File: src/rtl/rx_frame_sync.sv
// rx_frame_sync: error-tolerant sync word search, then MSB-first byte packing of one fixed-length frame.
module rx_frame_sync #(
   parameter int SYNC_WIDTH    = 32,
   parameter int LEN_WIDTH     = 8,
   parameter int MAX_ERR_WIDTH = 3
) (
   input  logic                     clk,
   input  logic                     rst,
   input  logic [SYNC_WIDTH-1:0]    RX_SYNC_WORD,
   input  logic [MAX_ERR_WIDTH-1:0] RX_SYNC_MAX_ERR,
   input  logic [LEN_WIDTH-1:0]     RX_FRAME_LEN,
   input  logic                     SD_flag,
   input  logic                     bit_tdata,
   input  logic                     bit_tvalid,
   output logic [7:0]               byte_tdata,
   output logic                     byte_tvalid,
   output logic                     byte_tlast,
   output logic                     frame_start,
   output logic                     frame_err,
   output logic                     busy
);
   localparam int CW = $clog2(SYNC_WIDTH + 1);
   typedef enum logic [1:0] {IDLE, SEARCH, PAYLOAD} state_t;
   state_t                state, state_n;
   logic [SYNC_WIDTH-2:0] sr;
   logic [SYNC_WIDTH-1:0] sr_n;
   logic [CW-1:0]         fill, err;
   logic [2:0]            bit_cnt;
   logic [LEN_WIDTH:0]    byte_cnt, len_q;
   logic [6:0]            byte_reg;
   logic                  match, byte_done, last, abort;

   assign sr_n = {sr, bit_tdata};
   assign busy = state == PAYLOAD;

   always_comb begin
      err = '0;
      for (int i = 0; i < SYNC_WIDTH; i++) err = err + CW'(sr_n[i] ^ RX_SYNC_WORD[i]);
      match     = state == SEARCH && SD_flag && bit_tvalid && fill >= CW'(SYNC_WIDTH - 1) &&
                  32'(err) <= 32'(RX_SYNC_MAX_ERR);
      byte_done = state == PAYLOAD && SD_flag && bit_tvalid && bit_cnt == 3'd7;
      last      = byte_done && byte_cnt + 1'b1 == len_q;
      abort     = state == PAYLOAD && !SD_flag;
      state_n   = state == IDLE ? (SD_flag ? SEARCH : IDLE) :
                  !SD_flag ? IDLE : match ? PAYLOAD : last ? SEARCH : state;
   end

   always_ff @(posedge clk or negedge rst) begin
      if (!rst) begin
         state       <= IDLE;
         sr          <= '0;
         fill        <= '0;
         bit_cnt     <= '0;
         byte_cnt    <= '0;
         len_q       <= '0;
         byte_reg    <= '0;
         byte_tdata  <= '0;
         byte_tvalid <= 1'b0;
         byte_tlast  <= 1'b0;
         frame_start <= 1'b0;
         frame_err   <= 1'b0;
      end else begin
         state       <= state_n;
         frame_start <= match;
         frame_err   <= abort;
         byte_tvalid <= byte_done;
         byte_tlast  <= last;
         if (byte_done) byte_tdata <= {byte_reg, bit_tdata};
         if (state != SEARCH || state_n != SEARCH) begin
            sr   <= '0;
            fill <= '0;
         end else if (bit_tvalid) begin
            sr   <= sr_n[SYNC_WIDTH-2:0];
            fill <= fill == CW'(SYNC_WIDTH) ? fill : fill + 1'b1;
         end
         if (match) len_q <= RX_FRAME_LEN == '0 ? {1'b1, {LEN_WIDTH{1'b0}}} : {1'b0, RX_FRAME_LEN};
         if (state != PAYLOAD) begin
            bit_cnt  <= '0;
            byte_cnt <= '0;
         end else if (SD_flag && bit_tvalid) begin
            bit_cnt  <= bit_cnt + 1'b1;
            byte_reg <= {byte_reg[5:0], bit_tdata};
            if (byte_done) byte_cnt <= byte_cnt + 1'b1;
         end
      end
   end
endmodule

File: config.mk
export PLATFORM = sky130hd
export DESIGN_NAME = rx_frame_sync
export DESIGN_NICKNAME = d
export VERILOG_FILES = /design/src/rtl/rx_frame_sync.sv
export SDC_FILE = /design/constraint.sdc
export NUM_CORES = 1
export LEC_CHECK = 0
export BUFFER_PORTS_ARGS = -buffer_cell sky130_fd_sc_hd__buf_4
export CAP_MARGIN = 20
export CORE_ASPECT_RATIO = 1.1
export CORE_MARGIN = 1.5
export CORE_UTILIZATION = 49
export CTS_CLUSTER_DIAMETER = 100
export DETAILED_ROUTE_END_ITERATION = 10
export GPL_TIMING_DRIVEN = 0
export PLACE_DENSITY = 0.78
export REMOVE_ABC_BUFFERS = 1
export SLEW_MARGIN = 20
export SYNTH_ARGS = -nofsm -noshare
export SYNTH_HDL_FRONTEND = slang
export SYNTH_SLANG_ARGS = --single-unit
File: constraint.sdc
create_clock -name clk -period 10.7 [get_ports clk]
set_clock_uncertainty 0.2 [all_clocks]
set_input_delay 0.535 -clock clk [delete_from_list [all_inputs] [get_ports clk]]
set_output_delay 0.535 -clock clk [all_outputs]
set_load 0.1 [all_outputs]
### Word-level counts from Yosys, hierarchy flattened

Cells that the tools add are included.
W data, S select, Z words.

* bitwise gates (word level): 33
* $add $sub $neg: 34
* reduce and logical (&&, ||, !) cells: 20
* magnitude comparators: 2
* equality and inequality tests: 9
* multiplexer cells: 16

Operator list (number)
* $add A6 B1 Y6: 26
* $mux W31: 2
* $mux W9: 4
* $xor A1 B1 Y1: 32
* $mux W6: 3
* $logic_and A1 B1 Y1: 10
* $add A9 B1 Y9 const B: 1
* $eq A9 B9 Y1: 1
* $logic_not A8 Y1: 1
* $mux W2: 4
* $add A5 B1 Y6: 1
* $add A6 B1 Y6 const B: 1
* $eq A6 B6 Y1 const B: 1
* $ge A6 B5 Y1 const B: 1
* $le A6 B3 Y1: 1
* $mux W3: 2
* $reduce_and A2 Y1: 3
* $reduce_bool A2 Y1: 3
* $add A4 B1 Y5: 1
* $add A3 B1 Y4: 1
* $ne A2 B1 Y1 const B: 2
* $ne A2 B2 Y1 const B: 2
* $add A2 B1 Y3: 1
* $add A3 B1 Y3 const B: 1
* other kinds (9): 9

* bits of input ports: 48
* bits in registers: 79

### Longest topological paths before layout

* depth in word-level cells: 41
* mapped depth: 22

### Least setup slack after synthesis

OpenSTA, ideal clock, no wires.

* path kind: in2reg
* start point: input RX_SYNC_WORD[19]
* end point: register len_q[5]
* setup slack: 4.410 ns
* library setup time: 0.125 ns
* arrival time: 5.965 ns
* stages on the path: 20
* path through: xnor2_1 -> fa_1 -> fa_1 -> inv_1 -> fa_1 -> inv_1 -> fa_1 -> fa_1 -> inv_1 -> fa_1 -> ha_1 -> inv_1 -> fa_1 -> inv_1 -> ha_1 -> a211o_1 -> a211oi_2 -> nand2_2 -> inv_2 -> mux2_2

* word-level cells in the longest chain between the ends: 16

Ends and longest elaborated chain
* start: declaration: line 9 `input logic [SYNC_WIDTH-1:0] RX_SYNC_WORD,`
* $xor A1 B1 Y1: line 38 `for (int i = 0; i < SYNC_WIDTH; i++) err = err + CW'(sr_n[i] ^ RX_SYNC_WORD[i]);`
* $add A6 B1 Y6 (13 in a row): line 38
* $le A6 B3 Y1 (implied by the code): line 40 `32'(err) <= 32'(RX_SYNC_MAX_ERR);`
* $logic_and A1 B1 Y1: line 39 `match = state == SEARCH && SD_flag && bit_tvalid && fill >= CW'(SYNC_WIDTH - 1) &&`
* named net match: line 31 `logic match, byte_done, last, abort;`
* end signal: assignment: line 76 `if (match) len_q <= RX_FRAME_LEN == '0 ? {1'b1, {LEN_WIDTH{1'b0}}} : {1'b0, RX_FRAME_LEN};`
* end: declaration: line 29 `logic [LEN_WIDTH:0] byte_cnt, len_q;`

The timed path passes the listed nets, and every way through them passes these cells.
A chain may end at the register's enable or synchronous reset.

### Worst setup path in the final report

* start point: register sr[16]
* end point: register sr[29]

* word-level cells in the longest chain between the ends: 24
* elaborated cells between the ends (all ways): 25

Ends and longest elaborated chain
* start: declaration: line 25 `logic [SYNC_WIDTH-2:0] sr;`
* start signal: assignment: line 73 `sr <= sr_n[SYNC_WIDTH-2:0];`
* $xor A1 B1 Y1 *: line 38
* $add A6 B1 Y6 * (15 in a row): line 38
* $le A6 B3 Y1 (implied by the code) *: line 40
* $logic_and A1 B1 Y1 *: line 39
* $mux W2 * (2 in a row): line 45 `!SD_flag ? IDLE : match ? PAYLOAD : last ? SEARCH : state;`
* $mux W2 *: line 44 `state_n = state == IDLE ? (SD_flag ? SEARCH : IDLE) :`
* $ne A2 B1 Y1 *: line 69 `if (state != SEARCH || state_n != SEARCH) begin`
* $logic_or A1 B1 Y1 *: line 69
* $mux W31 or $reduce_bool A2 Y1 (tied branches)

Every way passes the cells marked *; elsewhere a longest branch is shown, timed or not.

==> impl_metrics.py <==
metrics = {
    "outcome": {
        "status": "completed",
    },
    "worst_setup_path": {
        "critPathRequiredTime_ns": 10.71,
        "critPathLaunchType": "flop",
        "cp-end-kind": "flop",
        "arrival_ns": 6.64,
        "path_class": "flop to flop",
        "critical_path.max_fanout": 37,
    },
    "power_and_ir_drop": {
        "leakage_uw": 0.00260,
        "finalPower_uw": 1000,
        "clockPowerShare": 0.239,
        "internal_power_uw": 644,
        "seq_power_share": 0.299,
        "p_per_area_nw_per_um2": 189,
        "ir_drop_uv": 105,
        "combPwrFrac": 0.462,
        "power.switching_uw": 358,
        "swShare": 0.357,
    },
    "final_layout": {
        "layout-drive-gt1-share": 0.200,
        "finalNetCount": 564,
        "top_register": "sr",
        "fill_cells": 778,
        "top_regs": "sr: 31 flops, byte_cnt: 9 flops, len_q: 9 flops",
        "area_delta_synth_final_pct": 15.4,
        "utilization": 0.589,
        "num_antenna_cells": 0,
        "regArea_sq_um": 1980,
        "largest_register_ffs": 31,
        "multi_input_area_sq_um": 2400,
    },
    "global_routing": {
        "grt_pass1_vias": 3239,
        "grt_pass1_wl_mm": 14.9,
        "grt-ovfl-total": 0,
        "antenna_found_initial": 0,
        "grt_start_max_net_pins": 80,
        "grt_use_total": 0.191,
    },
    "place": {
        "pre_cts_slack_ns": 3.78,
        "place_congestion": 0.888,
        "portBuffers": 60,
        "dp_hpwl_mm": 6.41,
    },
    "timing": {
        "period_share": 0.620,
        "tns_ns": 0,
        "final_max_slew_viol_count": 0,
        "tightestPinTransition_ns": 0.710,
        "postLayoutSetupSlackWorst_ns": 4.07,
        "hold_violations": 0,
        "slew_headroom": 0.526,
        "max_freq_mhz": 151,
        "fin_crit_ns": 6.63,
        "rsz0062_at_grt": "false",
        "setup_viol": 0,
    },
    "yosys": {
        "ys_warn_count": 0,
        "synth_edf_count": 0,
        "synth_ff_type": "dfrtp_1",
        "netlist_area_sq_um": 4600,
        "yosysUniqueCellTypes": 43,
        "async_flop_share": 1.00,
        "netlist_instances": 420,
        "synth_seq_area_share": 0.430,
        "synthTopCellsByArea": "dfrtp_1 (43%), fa_1 (10%), xnor2_1 (7.6%)",
        "synth-seq-cells": 79,
        "postSynthAreaPerCell_sq_um": 11.0,
        "synth_top_area_share": 0.430,
        "yosysTopAreaCell": "dfrtp_1",
    },
    "floorplan": {
        "coreArea_sq_um": 9010,
        "start_util": 0.511,
        "fp.dieW_um": 95.4,
        "io_pins": 61,
        "rows": 36,
        "fp.dieH_um": 105,
        "dieArea_sq_um": 9980,
    },
    "clock_tree": {
        "insertion_delay_ns": 0.35,
        "cts_root_buffer": "clkbuf_8",
        "clockBufferDepth": 2,
        "post_cts_buffers": 0,
        "clk_pin_slew_ns": 0.09,
        "cts_made_buffers": 9,
        "cts_sinks": 79,
        "cts.htree.levels": 3,
        "postCtsResizedCells": 0,
        "ctsHoldBuffers": 0,
        "tritoncts": "built",
    },
    "detailed_routing": {
        "vias_per_cell": 5.16,
        "drt_drc_violations_left": 0,
        "drt_iter0_markers": 111,
        "vias": 3069,
        "drt.antenna.violating_nets": 0,
        "drt_pass1_iterations": 4,
        "wl_per_cell_um": 14.7,
        "drt-total-wl_mm": 8.73,
    },
    "worst_hold_path": {
        "hold_path_class": "input port to async pin",
    },
    "run": {
        "drv_cap": 0,
    },
}
-- cell usage in the layout (no fill, tap or decap), types with 2 or more instances in the layout --
master	n
a21o_1	2
fa_1	24
dfrtp_1	79
nand2_1	43
clkbuf_8	9
and3_1	3
mux2_2	15
xnor2_1	40
nand2b_1	4
clkinv_2	2
bufinv_16	2
nor4_1	3
mux2i_1	34
inv_1	32
nor3_1	3
xor2_1	17
buf_4	59
a21oi_1	7
nand3_1	5
a21boi_0	2
ha_1	15
nor2_1	53
nand4_1	4
-- worst max-delay path: stages (launching register included) --
cell	delay [ns]
dfrtp_1	0.41
xnor2_1	0.23
fa_1	0.50
fa_1	0.56
inv_1	0.05
fa_1	0.49
inv_1	0.05
fa_1	0.48
fa_1	0.56
inv_1	0.06
fa_1	0.55
ha_1	0.17
inv_1	0.05
fa_1	0.47
inv_1	0.05
ha_1	0.28
a211o_1	0.28
a211oi_2	0.27
a2111o_2	0.64
nor2_1	0.12
-- power by group through the flow --
| stage | sequential, uW | clock [uW] | combinational [uW] |
|---|---|---|---|
| 4_1_cts | 299 | 243 | 476 |
| 6_report | 299 | 240 | 463 |
| 3_5_place_dp | 305 | 0 | 472 |
| 5_1_grt | 300 | 256 | 550 |
| 3_3_place_gp | 305 | 0 | 451 |
| 2_1_floorplan | 305 | 0 | 363 |
-- final cells by class --
cell class	instances	share of cell area
Multi-Input combinational cell	293	0.452
Sequential cell	79	0.372
Timing Repair Buffer	60	0.0855
Tap cell	114	0.0269
Inverter	34	0.0240
Clock buffer	9	0.0233
Clock inverter	6	0.0163
-- kinds of logic (layout without fill, tap and decap cells) --
family | Yosys count | count (layout) | synth area share
AND/OR/NAND/NOR | 125 | 125 | 0.119
flip-flops | 79 | 79 | 0.430
XOR/XNOR | 57 | 57 | 0.108
multiplexers | 49 | 49 | 0.111
buffers and inverters | 48 | 109 | 0.0495
adder cells (fa/ha/maj) | 39 | 39 | 0.145
AO/OA/AOI/OAI | 23 | 23 | 0.0375
-- synthesized netlist by cell type (2+ instances only) --
cell      number
fa_1          24
nand2_1       43
nor4_1         3
nor3_1         3
inv_1         32
mux2i_1       34
buf_2          2
xor2_1        17
and3_1         3
nor2_1        53
clkbuf_1       6
a21o_1         2
dfrtp_1       79
mux2_2        15
ha_1          15
buf_6          6
a21oi_1        7
xnor2_1       40
nand4_1        4
nand3_1        5
a21boi_0       2
nand2b_1       4
-- metrics by stage --
step	cells	cell area [sq um]	hold WS (ns)
2_1_floorplan	406	4500	0.0394
3_3_place_gp	580	5090	0.244
3_5_place_dp	580	5100	0.256
4_1_cts	595	5310	0.185
5_1_grt	595	5310	0.0628
6_report	595	5310	0.00505
-- per-layer routing --
layer,track usage,up-vias,routed length [um]
li1,-,1479,-
met1,0.237,1516,3740
met2,0.329,59,4460
met3,0.0328,15,363
met4,0.0651,0,164
met5,0,-,0
-- final timing paths --
path                                  to        start  slack [ns]  cells after the start
min                                sr[7]          rst       0.005                      1
min reg2reg                byte_tdata[7]  byte_reg[6]        0.27                      2
max in group asynchronous        fill[1]          rst        9.80                      1
min in group clk               frame_err      SD_flag        0.19                      2
max reg2reg                       sr[29]       sr[16]        4.07                     19
max                               sr[29]       sr[16]        4.07                     19
No activity file was read; power rests on OpenSTA's default activity.
